<file path="config.mk">
export PLATFORM = sky130hd
export DESIGN_NAME = mux_4_flat
export DESIGN_NICKNAME = d
export VERILOG_FILES = /design/src/rtl/mux_4_pkg.sv /design/src/rtl/mux_4_if.sv /design/src/rtl/mux_4_reg.sv /design/src/rtl/mux_4.sv /design/src/flat_wrapper.sv
export SDC_FILE = /design/constraint.sdc
export NUM_CORES = 1
export LEC_CHECK = 0
export ABC_AREA = 1
export BUFFER_PORTS_ARGS = -buffer_cell sky130_fd_sc_hd__buf_2
export CORE_AREA = 2 2 39 41
export CTS_BUF_LIST = sky130_fd_sc_hd__clkbuf_4 sky130_fd_sc_hd__clkbuf_8
export CTS_CLUSTER_DIAMETER = 50
export DETAILED_ROUTE_END_ITERATION = 8
export DIE_AREA = 0 0 41 43
export PLACE_DENSITY = 0.74
export SLEW_MARGIN = 10
export SYNTH_ARGS = -nofsm -noshare
export SYNTH_HDL_FRONTEND = slang
export SYNTH_SLANG_ARGS = --single-unit
</file>
<file path="constraint.sdc">
create_clock -name clk -period 0.8 [get_ports clk]
set_clock_uncertainty 0.2 [all_clocks]
set_input_delay 0.12 -clock clk [delete_from_list [all_inputs] [get_ports clk]]
set_output_delay 0.12 -clock clk [all_outputs]
set_load 0.03 [all_outputs]
</file>
<file path="src/rtl/mux_4_pkg.sv">
// Shared definitions for the mux_4 slice: binary select encoding.
package mux_4_pkg;

    typedef enum logic [1:0] {
        SEL_D0 = 2'b00,
        SEL_D1 = 2'b01,
        SEL_D2 = 2'b10,
        SEL_D3 = 2'b11
    } sel_e;

endpackage

</file>
<file path="src/rtl/mux_4_if.sv">
// Bundle of mux_4 data, select and valid signals; master drives inputs, slave is the mux.
interface mux_4_if #(
    parameter int WIDTH = 4
);
    logic [WIDTH-1:0] d0;
    logic [WIDTH-1:0] d1;
    logic [WIDTH-1:0] d2;
    logic [WIDTH-1:0] d3;
    logic [1:0]       s;
    logic             in_valid;
    logic [WIDTH-1:0] y;
    logic [WIDTH-1:0] y_q;
    logic             out_valid;

    modport master (
        output d0, d1, d2, d3, s, in_valid,
        input  y, y_q, out_valid
    );

    modport slave (
        input  d0, d1, d2, d3, s, in_valid,
        output y, y_q, out_valid
    );
endinterface

</file>
<file path="src/rtl/mux_4_reg.sv">
// Output register stage for mux_4: captures the selected word when valid, async active-low reset.
module mux_4_reg #(
    parameter int WIDTH = 4
) (
    input  logic             i_clk,
    input  logic             i_rst_n,
    input  logic [WIDTH-1:0] i_d,
    input  logic             i_vld,
    output logic [WIDTH-1:0] o_q,
    output logic             o_vld
);
    logic [WIDTH-1:0] r_q;
    logic             r_vld;

    // Data holds when not valid; the valid flag is a one-cycle pulse per capture.
    always_ff @(posedge i_clk or negedge i_rst_n) begin
        if (!i_rst_n) begin
            r_q   <= '0;
            r_vld <= 1'b0;
        end else begin
            if (i_vld) begin
                r_q <= i_d;
            end
            r_vld <= i_vld;
        end
    end

    assign o_q   = r_q;
    assign o_vld = r_vld;
endmodule

</file>
<file path="src/rtl/mux_4.sv">
// 4:1 word multiplexer with combinational output and an optional registered copy.
module mux_4
    import mux_4_pkg::*;
#(
    parameter int WIDTH   = 4,
    parameter bit REG_OUT = 1'b1
) (
    input  logic   clk,
    input  logic   rst_n,
    mux_4_if.slave bus
);
    logic [WIDTH-1:0] w_y;

    // An unknown select propagates as X rather than silently picking d0.
    always_comb begin
        case (bus.s)
            SEL_D0:  w_y = bus.d0;
            SEL_D1:  w_y = bus.d1;
            SEL_D2:  w_y = bus.d2;
            SEL_D3:  w_y = bus.d3;
            default: w_y = 'x;
        endcase
    end

    assign bus.y = w_y;

    generate
        if (REG_OUT) begin : g_reg
            mux_4_reg #(
                .WIDTH (WIDTH)
            ) u_reg (
                .i_clk   (clk),
                .i_rst_n (rst_n),
                .i_d     (w_y),
                .i_vld   (bus.in_valid),
                .o_q     (bus.y_q),
                .o_vld   (bus.out_valid)
            );
        end else begin : g_comb
            logic w_unused_clk_rst;
            assign w_unused_clk_rst = clk ^ rst_n;
            assign bus.y_q          = w_y;
            assign bus.out_valid    = bus.in_valid;
        end
    endgenerate
endmodule

</file>
<file path="src/flat_wrapper.sv">
// flat-port wrapper written by rule: the top's interface ports become plain ports
module mux_4_flat import mux_4_pkg::*;
#(
    parameter int WIDTH   = 4,
    parameter bit REG_OUT = 1'b1
)
  (clk, rst_n, bus_d0, bus_d1, bus_d2, bus_d3, bus_s, bus_in_valid, bus_y, bus_y_q, bus_out_valid);
  mux_4_if #(.WIDTH(WIDTH)) bus_i ();
  input  logic clk;
  input  logic rst_n;
  input wire logic [$bits(bus_i.d0)-1:0] bus_d0;
  input wire logic [$bits(bus_i.d1)-1:0] bus_d1;
  input wire logic [$bits(bus_i.d2)-1:0] bus_d2;
  input wire logic [$bits(bus_i.d3)-1:0] bus_d3;
  input wire logic [$bits(bus_i.s)-1:0] bus_s;
  input wire logic [$bits(bus_i.in_valid)-1:0] bus_in_valid;
  output wire logic [$bits(bus_i.y)-1:0] bus_y;
  output wire logic [$bits(bus_i.y_q)-1:0] bus_y_q;
  output wire logic [$bits(bus_i.out_valid)-1:0] bus_out_valid;
  assign bus_i.d0 = bus_d0;
  assign bus_i.d1 = bus_d1;
  assign bus_i.d2 = bus_d2;
  assign bus_i.d3 = bus_d3;
  assign bus_i.s = bus_s;
  assign bus_i.in_valid = bus_in_valid;
  assign bus_y = bus_i.y;
  assign bus_y_q = bus_i.y_q;
  assign bus_out_valid = bus_i.out_valid;
  mux_4 #(.WIDTH(WIDTH), .REG_OUT(REG_OUT)) u_core (.clk(clk), .rst_n(rst_n), .bus(bus_i));
endmodule
</file>
==> flow_metrics.env <==
export IMPL_yosysWarnings=0
export IMPL_netlist_area_um2=360.3
export IMPL_worst_setup_path_start_kind="register"
export IMPL_hold_violations=5
export IMPL_violations="hold timing, setup timing"
export IMPL_final_max_slew_viol_count=0
export IMPL_avgSynthCellArea_um2=7.066
export IMPL_finalWorstSetupSlack_ns=-0.3107
export IMPL_grt_pass1_vias=453
export IMPL_nFillCells=129
export IMPL_final_util_pct=59.40
export IMPL_pwr_share_comb_pct=44.6
export IMPL_clock_path_buffers=2
export IMPL_antenna_found_initial=0
export IMPL_syn_inst=51
export IMPL_r2r_end="u_core.g_reg.u_reg.o_q[0]$_DFFE_PN0P_"
export IMPL_ys_types=9
export IMPL_pwr_share_clk_pct=28.9
export IMPL_diodes=0
export IMPL_preCtsSetupSlack_ns=-0.4436
export IMPL_port_buffers=29
export IMPL_area_delta_synth_final_pct=128.1
export IMPL_setup_violations=13
export IMPL_initial_utilization_pct=26.04
export IMPL_cp_required_ns=0.48
export IMPL_routed_via_count=472
export IMPL_wire_per_inst_um=10.17
export IMPL_rrSetupSlack_ns=-0.12
export IMPL_dieWidth_um=41
export IMPL_synthMuxAreaShare_pct=0
export IMPL_place_hpwl_um=812.8
export IMPL_synth_compound_area_share_pct=8.333
export IMPL_multiInputGateArea_um2=234.0
export IMPL_holdWs_ns=-0.1236
export IMPL_grt_overflow=0
export IMPL_hold_depth=1
export IMPL_clkSinkCount=5
export IMPL_dieArea_um2=1763
export IMPL_slowest_stage="dfrtp_2"
export IMPL_register_area_um2=130.1
export IMPL_clk_pin_slew_ns=0.04
export IMPL_synth_seq_area_share_pct=34.72
export IMPL_synth_top_family_by_area="simple AND/OR/NAND/NOR gates"
export IMPL_period_minus_slack_ns=1.111
export IMPL_io_pins=30
export IMPL_core_um2=1384
export IMPL_crit_arrival_ns=0.79
export IMPL_grt_max_degree=7
export IMPL_cts_buffers=3
export IMPL_r2r_start="u_core.g_reg.u_reg.o_q[0]$_DFFE_PN0P_"
export IMPL_relSlewSlack_pct=89.36
export IMPL_cts_tree="yes"
export IMPL_tightest_slew_ns=0.1593
export IMPL_grt_pass1_wl_um=1725
export IMPL_hold_class="input port to register"
export IMPL_drt_iter0_markers=3
export IMPL_cts_root_buffer_cell="clkbuf_4"
export IMPL_yosys_area_share_simple_pct=43.40
export IMPL_p_int_uw=787.8
export IMPL_yosys_area_top_type="dfrtp_1"
export IMPL_routabilityCongestion=0.6252
export IMPL_wirelength_um=1119
export IMPL_drt_pass1_iterations=2
export IMPL_seq_power_share_pct=26.6
export IMPL_fmax_ghz=0.9004
export IMPL_worst_path_buf_inv=1
export IMPL_h_tree_depth=1
export IMPL_timing_max_cap_violations=0
export IMPL_post_synth_main_area_contributors="dfrtp_1 (35%), nand3_1 (22%), nand2_1 (13%)"
export IMPL_crit_family="flip-flops"
export IMPL_status="finished with violations"
export IMPL_drcViolationCount=0
export IMPL_viasPerCell=4.291
export IMPL_path_max_fanout=2
export IMPL_rows=14
export IMPL_post_route_period_util_pct=138.8
export IMPL_synth_xor_area_share_pct=0
export IMPL_slowest_delay_ns=0.40
export IMPL_cellPowerDensity_nw_per_um2=1396
export IMPL_antenna_left=0
export IMPL_final_setup_tns_ns=-2.783
export IMPL_crit_chain="buf_6"
export IMPL_peakVddDrop_mv=0.4052
export IMPL_final_layout_size_suffix_gt1_share_pct=69.15
export IMPL_p_sw_uw=359.5
export IMPL_grt_usage_pct=14.61
export IMPL_p_leak_uw=0.0004304
export IMPL_rsz0062_at_grt="true"
export IMPL_switching_share_pct=31.33
export IMPL_reg2reg_depth=3
export IMPL_dieHeight_um=43
export IMPL_holdCritStartpoint="bus_in_valid"
export IMPL_synthAdderAreaFrac_pct=0
export IMPL_ys_seq_elements=5
export IMPL_fin_nets=116
export IMPL_cp_end_kind="output port"
export IMPL_worstHoldEndpoint="u_core.g_reg.u_reg.o_vld$_DFF_PN0_"
export IMPL_critical_path_class="register to output port"
export IMPL_clock_latency_ns=0.25
export IMPL_holdBufCountCts=1
export IMPL_synthesis_nets=72
export IMPL_synth_top_area_share_pct=34.72
[metal layers]
layer  track usage (%)  up-vias  part of all wire, %
met5                 0        -                    0
met4             10.00        0                  1.5
met3             2.094        2                  7.5
met2             25.94       24                   53
met1             14.01      196                   38
li1                  -      250                    -
[cell families (layout without fill, tap and decap cells)]
logic type | count (synthesis) | in the layout
compound gates | 4 | 4
buf+inv | 9 | 52
flops | 5 | 5
simple gates | 33 | 33
[cells in the final DEF (no fill, tap or decap), drive strengths merged]
master       Yosys  routed
dlygate4sd3      0       1
dfrtp            5       5
clkbuf           0       4
nand3           16      16
buf              2      40
o21bai           4       4
and2             4       4
nand2           12      12
inv              7       7
nor2             1       1
[worst max path at each step]
stage                                                startpoint    endpoint  slack, ns  cells past startpoint
after detailed placement                               bus_s[1]    bus_y[3]      -0.44                      6
after global routing                                   bus_s[0]    bus_y[2]      -0.36                      6
final                     u_core.g_reg.u_reg.o_q[0]$_DFFE_PN0P_  bus_y_q[0]      -0.31                      1
after floorplan                                        bus_s[0]    bus_y[0]      -0.16                      4
after global placement                                 bus_s[1]    bus_y[3]      -0.42                      6
after CTS                 u_core.g_reg.u_reg.o_q[1]$_DFFE_PN0P_  bus_y_q[1]      -0.31                      1
[registers in the layout, summed over array words and instances, names as in the netlist]
signal                    count
u_core.g_reg.u_reg.o_q        4
u_core.g_reg.u_reg.o_vld      1
[worst register-to-register path: stages (launching register included)]
cell	delay, ns
dfrtp_2	0.40
buf_6	0.12
nand2_2	0.04
nand2_1	0.05
[power groups by stage]
stage / clock [uW] / combinational, uW / sequential, uW
after detailed placement: 0 / 351 / 301
after global routing: 359 / 554 / 309
after floorplan: 0 / 171 / 357
final: 331 / 512 / 305
after global placement: 0 / 345 / 299
after CTS: 343 / 515 / 303
[synthesized netlist by cell type]
cell type	number
and2_1	4
buf_6	2
dfrtp_1	5
inv_1	5
inv_2	2
nand2_1	12
nand3_1	16
nor2_2	1
o21bai_1	4
[through the flow]
step	instances	total power (uW)	area [um^2]
detailed placement	99	652.0	558.0
finish	110	1147	822.0
floorplan	51	527.5	386.6
global placement	99	643.9	558.0
CTS	112	1161	825.8
global route	110	1222	822.0
[timing repair]
action / 4_1_cts / 5_1_grt
setup endpoints to repair: 13 / 13
gates cloned: 2 / 0
pin swaps: 18 / 16
gates resized for setup: 40 / 7
buffers inserted: 9 / 2
endpoints found under the hold margin: 10 / 4
[final cells by class]
type / count / area share (%)
Clock buffer: 4 / 3.653
Timing Repair Buffer: 41 / 45.21
Tap cell: 16 / 2.435
Inverter: 7 / 4.414
Multi-Input combinational cell: 37 / 28.46
Sequential cell: 5 / 15.83
No activity file was read; power rests on OpenSTA's default activity.
